## src/rtl/spart_bus_ctrl.sv

```systemverilog
// SPART bus controller: CPU register decode, baud-rate strobe, rx ack/re-arm sequencing, tx start.
// Optional feature macro: SPART_ACK_TIMEOUT_EN (ACK-state timeout with sticky err status bit).
module spart_bus_ctrl #(
   parameter int ACK_TMO = 16
) (
   input  logic       clk,
   input  logic       rst,
   input  logic       iocs,
   input  logic       iorw,
   input  logic [1:0] ioaddr,
   input  logic [7:0] bus_wdata,
   output logic [7:0] bus_rdata,
   input  logic [7:0] rx_data,
   input  logic       rda,
   input  logic       tbr,
   output logic       rx_ack,
   output logic       rx_arm,
   output logic       tx_start,
   output logic [7:0] tx_data,
   output logic       rate_en
);

   typedef enum logic [1:0] {ARM, IDLE, ACK} state_t;

   state_t      state;
   logic [15:0] div;
   logic [15:0] cnt;
   logic        load_pend;
   logic        err;
   logic        tmo_hit;

   logic rd_acc, wr_acc, div_wr, data_rd, data_wr, stat_rd;
   assign rd_acc  = iocs & iorw;
   assign wr_acc  = iocs & ~iorw;
   assign div_wr  = wr_acc & ioaddr[1];
   assign data_rd = rd_acc & (ioaddr == 2'b00);
   assign data_wr = wr_acc & (ioaddr == 2'b00);
   assign stat_rd = rd_acc & (ioaddr == 2'b01);

   // A divisor write suppresses the strobe, then the following cycle reloads the counter.
   assign rate_en = (div != 16'd0) && (cnt == 16'd0) && !load_pend && !div_wr;

   always_ff @(posedge clk or posedge rst) begin
      if (rst) begin
         div       <= 16'd0;
         cnt       <= 16'd0;
         load_pend <= 1'b0;
      end else begin
         load_pend <= div_wr;
         if (div_wr) begin
            if (ioaddr[0]) div[15:8] <= bus_wdata;
            else           div[7:0]  <= bus_wdata;
         end
         if (load_pend)
            cnt <= (div == 16'd0) ? 16'd0 : div - 16'd1;
         else if (div != 16'd0 && !div_wr)
            cnt <= (cnt == 16'd0) ? div - 16'd1 : cnt - 16'd1;
      end
   end

   always_ff @(posedge clk or posedge rst) begin
      if (rst) begin
         bus_rdata <= 8'h00;
      end else if (rd_acc) begin
         case (ioaddr)
            2'b00:   bus_rdata <= rx_data;
            2'b01:   bus_rdata <= {5'b0, err, tbr, rda};
            2'b10:   bus_rdata <= div[7:0];
            default: bus_rdata <= div[15:8];
         endcase
      end
   end

`ifdef SPART_ACK_TIMEOUT_EN
   logic [4:0] tmo_cnt;
   assign tmo_hit = (state == ACK) && rda && (tmo_cnt == 5'(ACK_TMO - 1));

   // err is sticky; a status read clears it, but a same-cycle timeout keeps it set.
   always_ff @(posedge clk or posedge rst) begin
      if (rst) begin
         tmo_cnt <= 5'd0;
         err     <= 1'b0;
      end else begin
         if (state != ACK) tmo_cnt <= 5'd0;
         else if (rda)     tmo_cnt <= tmo_cnt + 5'd1;
         if (tmo_hit)      err <= 1'b1;
         else if (stat_rd) err <= 1'b0;
      end
   end
`else
   logic unused_tmo;
   assign tmo_hit    = 1'b0;
   assign err        = 1'b0;
   assign unused_tmo = ^ACK_TMO;
`endif

   always_ff @(posedge clk or posedge rst) begin
      if (rst) begin
         state    <= ARM;
         rx_ack   <= 1'b0;
         rx_arm   <= 1'b0;
         tx_start <= 1'b0;
         tx_data  <= 8'h00;
      end else begin
         tx_start <= 1'b0;
         case (state)
            // First ARM cycle raises rx_arm; second drops it and moves on.
            ARM: begin
               rx_ack <= 1'b0;
               if (rx_arm) begin
                  rx_arm <= 1'b0;
                  state  <= IDLE;
               end else begin
                  rx_arm <= 1'b1;
               end
            end
            IDLE: begin
               rx_arm <= 1'b0;
               if (data_rd && rda) begin
                  rx_ack <= 1'b1;
                  state  <= ACK;
               end
               if (data_wr && tbr) begin
                  tx_data  <= bus_wdata;
                  tx_start <= 1'b1;
               end
            end
            ACK: begin
               if (!rda || tmo_hit) begin
                  rx_ack <= 1'b0;
                  rx_arm <= 1'b1;
                  state  <= ARM;
               end
            end
            default: begin
               rx_ack <= 1'b0;
               rx_arm <= 1'b0;
               state  <= ARM;
            end
         endcase
      end
   end

endmodule

```

## config.mk

```make
export PLATFORM = sky130hd
export DESIGN_NAME = spart_bus_ctrl
export DESIGN_NICKNAME = d
export VERILOG_FILES = /design/src/rtl/spart_bus_ctrl.sv
export SDC_FILE = /design/constraint.sdc
export NUM_CORES = 1
export LEC_CHECK = 0
export ABC_AREA = 1
export CAP_MARGIN = 5
export CORE_MARGIN = 2
export CORE_UTILIZATION = 55
export DETAILED_ROUTE_END_ITERATION = 8
export GPL_TIMING_DRIVEN = 0
export PLACE_DENSITY = 0.78
export SYNTH_ARGS = -nofsm -noshare
export SYNTH_HDL_FRONTEND = slang
export SYNTH_SLANG_ARGS = --single-unit
```

## constraint.sdc

```tcl
create_clock -name clk -period 2.04 [get_ports clk]
set_clock_uncertainty 0.15 [all_clocks]
set_input_delay 0.408 -clock clk [delete_from_list [all_inputs] [get_ports clk]]
set_output_delay 0.408 -clock clk [all_outputs]
set_load 0.02 [all_outputs]
```

; ---- Word level (Yosys, flattened, before mapping)
; Cells that the tools add are included.
[word_totals]
regBits = 54
inputBits = 24
out_inout_bits = 20
wordCells = 62
[classes]
addsub = 2
eq_ne = 7
n_mux = 17
bitwise = 7
reduce_logical = 19
[ops]
columns = op, n
row1 = 16-bit two-way mux, 4
row2 = 16-bit logical NOT, 2
row3 = 16-bit by 1-bit subtractor with 16-bit output (second input constant), 2
row4 = 8-bit one-hot mux with 3 select lines, 1
row5 = 16-bit nonzero test, 1
row6 = 2-bit AND reduction, 4
row7 = 1-bit logical AND, 6
row8 = 1-bit two-way mux, 6
row9 = 2-bit two-way mux, 3
row10 = 2-bit != test (second input constant), 3
row11 = 2-bit one-hot mux with 3 select lines, 1
row12 = 1-bit bitwise AND, 5
row13 = 2-bit by 1-bit equality test with 1-bit output (second input constant), 2
row14 = 2-bit equality test (second input constant), 2
row15 = 2-bit logical NOT, 2
row16 = 1-bit one-hot mux with 2 select lines, 2
row17 = 3-bit AND reduction, 1
row18 = 1-bit logical NOT, 2
row19 = 1-bit NOT, 2
row20 = 2-bit nonzero test, 1

; ---- Logic depth before layout (Yosys ltp)
[depth]
depth_word = 7
ltp_mapped = 12
ltp_nobuf = 11

; ---- Worst setup path after synthesis
; No wires, ideal clock.
[synth_timing]
path_type = register to output
startpoint = reg cnt[0]
endpoint = out rate_en
arrival_ns = 1.359
required_time_ns = 1.482
path_slack_ns = 0.123
path_stages_with_launch = 9
path_buffers = 0
path_cell_list = dfrtp_1 -> inv_1 -> ha_1 -> nand3_1 -> nor2_1 -> nand2_4 -> nor2_4 -> inv_2 -> nor2_1
[synth_via]
elab_chain_len = 4
[synth_rtl]
columns = element, line
row1 = start: declaration, 27  ; logic [15:0] cnt;
row2 = start signal: assignment, 55  ; cnt <= (div == 16'd0) ? 16'd0 : div - 16'd1;
row3 = start signal: assignment, 57  ; cnt <= (cnt == 16'd0) ? div - 16'd1 : cnt - 16'd1;
row4 = 16-bit logical NOT, 41  ; assign rate_en = (div != 16'd0) && (cnt == 16'd0) && !load_pend && !div_wr;
row5 = 1-bit logical AND (3 in a row), 41
row6 = end: declaration, 20  ; output logic rate_en
; No other way between the ends.

; ---- Worst setup path in the final report
; Ends and elaborated chain as after synthesis.

==> flow_metrics.env <==
export IMPL_status="finished, violations left"
export IMPL_failed_checks="setup timing"
export IMPL_nets=543
export IMPL_route_detailed_drc=0
export IMPL_path_cells="inv_2, ha_4, nand3_4, nor2_4, nand2_4, nor2_4, inv_2, nor2_2, buf_6"
export IMPL_ir_drop_v=0.000559
export IMPL_r2r_slack_ns=0.09
export IMPL_routedWlPerCell_um=14.3
export IMPL_period_share_pct=104
export IMPL_area_delta_synth_final_pct=26.6
export IMPL_multiInputGateArea_um2=1750
export IMPL_hold_viol_final=0
export IMPL_utilization_pct=71.4
export IMPL_ys_types=31
export IMPL_port_buffer_count=43
export IMPL_setup_violations=1
export IMPL_drtIter0Drc=126
export IMPL_slew_violations=0
export IMPL_postSynthCellCount=447
export IMPL_mostFrequentLayoutCell="nand2_1"
export IMPL_fmax_mhz=472
export IMPL_slew_headroom_pct=72.2
export IMPL_layout_area_seq_um2=1360
export IMPL_grt_setup_unrepaired="yes"
export IMPL_vias=3144
export IMPL_cts_root_buf="clkbuf_8"
export IMPL_place_ws_ns=-0.554
export IMPL_rr_worst_depth=13
export IMPL_drv_cap=0
export IMPL_min_path_type="in2async"
export IMPL_ys_seq_area_share_pct=40.9
export IMPL_rows=28
export IMPL_io_pins=44
export IMPL_gp_congestion=0.909
export IMPL_dpl_hpwl_um=6160
export IMPL_slowest_delay_ns=0.40
export IMPL_crit_path_end_kind="output port"
export IMPL_avgSynthCellArea_um2=7.38
export IMPL_grt_overflow_total=0
export IMPL_die_area_um2=6640
export IMPL_fp_coreArea_um2=5850
export IMPL_drive_gt1_share_pct=17.8
export IMPL_die_w_um=81.5
export IMPL_grt_pass1_vias=3065
export IMPL_synth_area_um2=3300
export IMPL_h_tree_depth=2
export IMPL_criticalPathCategory="reg2out"
export IMPL_grt_max_degree=39
export IMPL_clock_path_buffers=2
export IMPL_r2r_end="cnt[9]"
export IMPL_die_h_um=81.5
export IMPL_n_antenna_cell=0
export IMPL_period_minus_slack_ns=2.12
export IMPL_fillerInstances=484
export IMPL_ys_top_cells_by_area="dfrtp_1 41%, nand2_1 12%, nor2_1 8.4%, o21ai_0 6.1%, inv_1 5.9%"
export IMPL_arrival_ns=1.56
export IMPL_path_clk_slew_ns=0.10
export IMPL_synth_nets=474
export IMPL_path_max_fanout=2
export IMPL_cts_made_buffers=5
export IMPL_crit_buf_inv=3
export IMPL_groute_usage_overall_pct=27.0
export IMPL_critical_path_slowest_cell="dfrtp_1"
export IMPL_initial_core_util_pct=56.4
export IMPL_antenna_found_initial=0
export IMPL_synth_largest_area_cell="dfrtp_1"
export IMPL_firstDrtPassIters=4
export IMPL_p_leak_nw=2.00
export IMPL_setup_ws_ns=-0.0766
export IMPL_critical_path_top_delay_family="simple AND/OR/NAND/NOR gates"
export IMPL_vias_per_cell=5.32
export IMPL_synth_top_area_share_pct=40.9
export IMPL_clk_insertion_delay_late_ns=0.31
export IMPL_postCtsHoldBufs=0
export IMPL_ant_nets=0
export IMPL_yosysWarningCount=0
export IMPL_cp_start_kind="register"
export IMPL_clock_sinks=54
export IMPL_cts_tree="done"
export IMPL_powerDensity_nw_per_um2=1090
export IMPL_final_cell_mix="103 x nand2_1, 69 x nor2_1, 49 x dfrtp_1"
export IMPL_ys_seq_elements=54
export IMPL_drt_wl_total_um=8440
export IMPL_cp_required_ns=1.48
export IMPL_grt_pass1_wl_um=13800
export IMPL_worst_slew_pin_slew_ns=0.416
export IMPL_r2r_start="cnt[0]"
==> cells in the mapped netlist <==
cell,instances
a21oi_1,9
nor2_1,74
inv_2,5
a21oi_2,10
o31ai_1,1
o21ai_0,40
nand2_4,2
xnor2_1,2
a21o_1,1
nor2_4,7
clkbuf_1,2
xor2_1,14
nand3b_1,1
inv_1,52
nor2_2,8
a221oi_1,8
nand3_4,1
and3_1,1
and2_1,2
buf_12,1
o21bai_1,1
nor3_1,2
nand2_2,5
ha_1,3
a31oi_1,1
nand2_1,104
buf_2,5
nand3_1,24
dfrtp_1,54
buf_6,1
nand4_1,6
==> through the flow <==
stage / TNS, ns / hold WS, ns / total power, mW / cells / area, µm²
floorplan: 0 / 0.303 / 2.89 / 447 / 3300
global placement: -51.09 / 0.318 / 3.42 / 565 / 3820
detailed placement: -5.82 / 0.327 / 3.48 / 566 / 3840
CTS: -0.129 / 0.267 / 4.41 / 585 / 4100
finish: -0.0766 / 0.253 / 4.54 / 591 / 4180
global route: -0.212 / 0.279 / 4.86 / 591 / 4180
==> how the worst max path moves through the flow <==
stage,start,to,slack [ns],cells past startpoint
after floorplan,cnt[0],rate_en,0.12,8
after global placement,rst,div[14],-0.87,2
after detailed placement,iocs,rate_en,-0.55,7
after CTS,cnt[1],rate_en,-0.13,9
after global routing,cnt[0],rate_en,-0.17,9
final,cnt[0],rate_en,-0.08,9
==> sequential cells by signal (all words and copies together), names as in the netlist <==
name / cells
cnt: 16
div: 16
bus_rdata: 8
tx_data: 8
state: 2
load_pend: 1
rx_ack: 1
rx_arm: 1
tx_start: 1
==> power breakdown <==
| part | internal (mW) | total [mW] | switching (mW) | leakage [nW] |
|---|---|---|---|---|
| combinational | 0.909 | 2.04 | 1.13 | 1.27 |
| clock | 0.393 | 0.749 | 0.356 | 0.0573 |
| sequential | 1.40 | 1.75 | 0.345 | 0.669 |
| total | 2.70 | 4.54 | 1.84 | 2.00 |
==> layout make-up <==
cell class	count	area share, %
Multi-Input combinational cell	327	41.9
Sequential cell	54	32.5
Timing Repair Buffer	62	14.0
Inverter	57	5.12
Tap cell	75	2.25
Clock buffer	6	1.98
Buffer	9	1.56
Clock inverter	1	0.719
==> cell families after synthesis <==
logic type	Yosys count	synth area share (%)
xor gates and xnor gates	16	4.25
and+or+nand+nor	237	32.2
DFF	54	40.9
adders and majority gates	3	1.14
AOI/OAI and AO/OA	71	13.1
buffers and inverters	66	8.42
==> per-layer routing <==
| metal | share of wire (%) | up-vias | GRT usage, % |
|---|---|---|---|
| li1 | - | 1559 | - |
| met2 | 51 | 82 | 47.4 |
| met4 | 2.7 | 0 | 12.2 |
| met3 | 3.2 | 22 | 3.30 |
| met5 | 0 | - | 0 |
| met1 | 43 | 1481 | 33.3 |
==> timing repair <==
item / in CTS / in global routing
gates resized for setup: 23 / 11
pin swaps: 8 / 8
setup buffers: 12 / 6
setup endpoints to repair: 1 / 10
gates cloned: 0 / 0
==> worst register-to-register path, stage by stage (launching register included) <==
cell	delay (ns)
dfrtp_1	0.40
inv_2	0.09
ha_4	0.16
nand3_4	0.07
nor2_4	0.13
nand2_4	0.06
buf_4	0.13
nand2_2	0.12
inv_2	0.07
buf_6	0.14
nand2_1	0.08
nand2_1	0.08
a21oi_2	0.11
nor2_1	0.05
No activity file was read; power rests on OpenSTA's default activity.
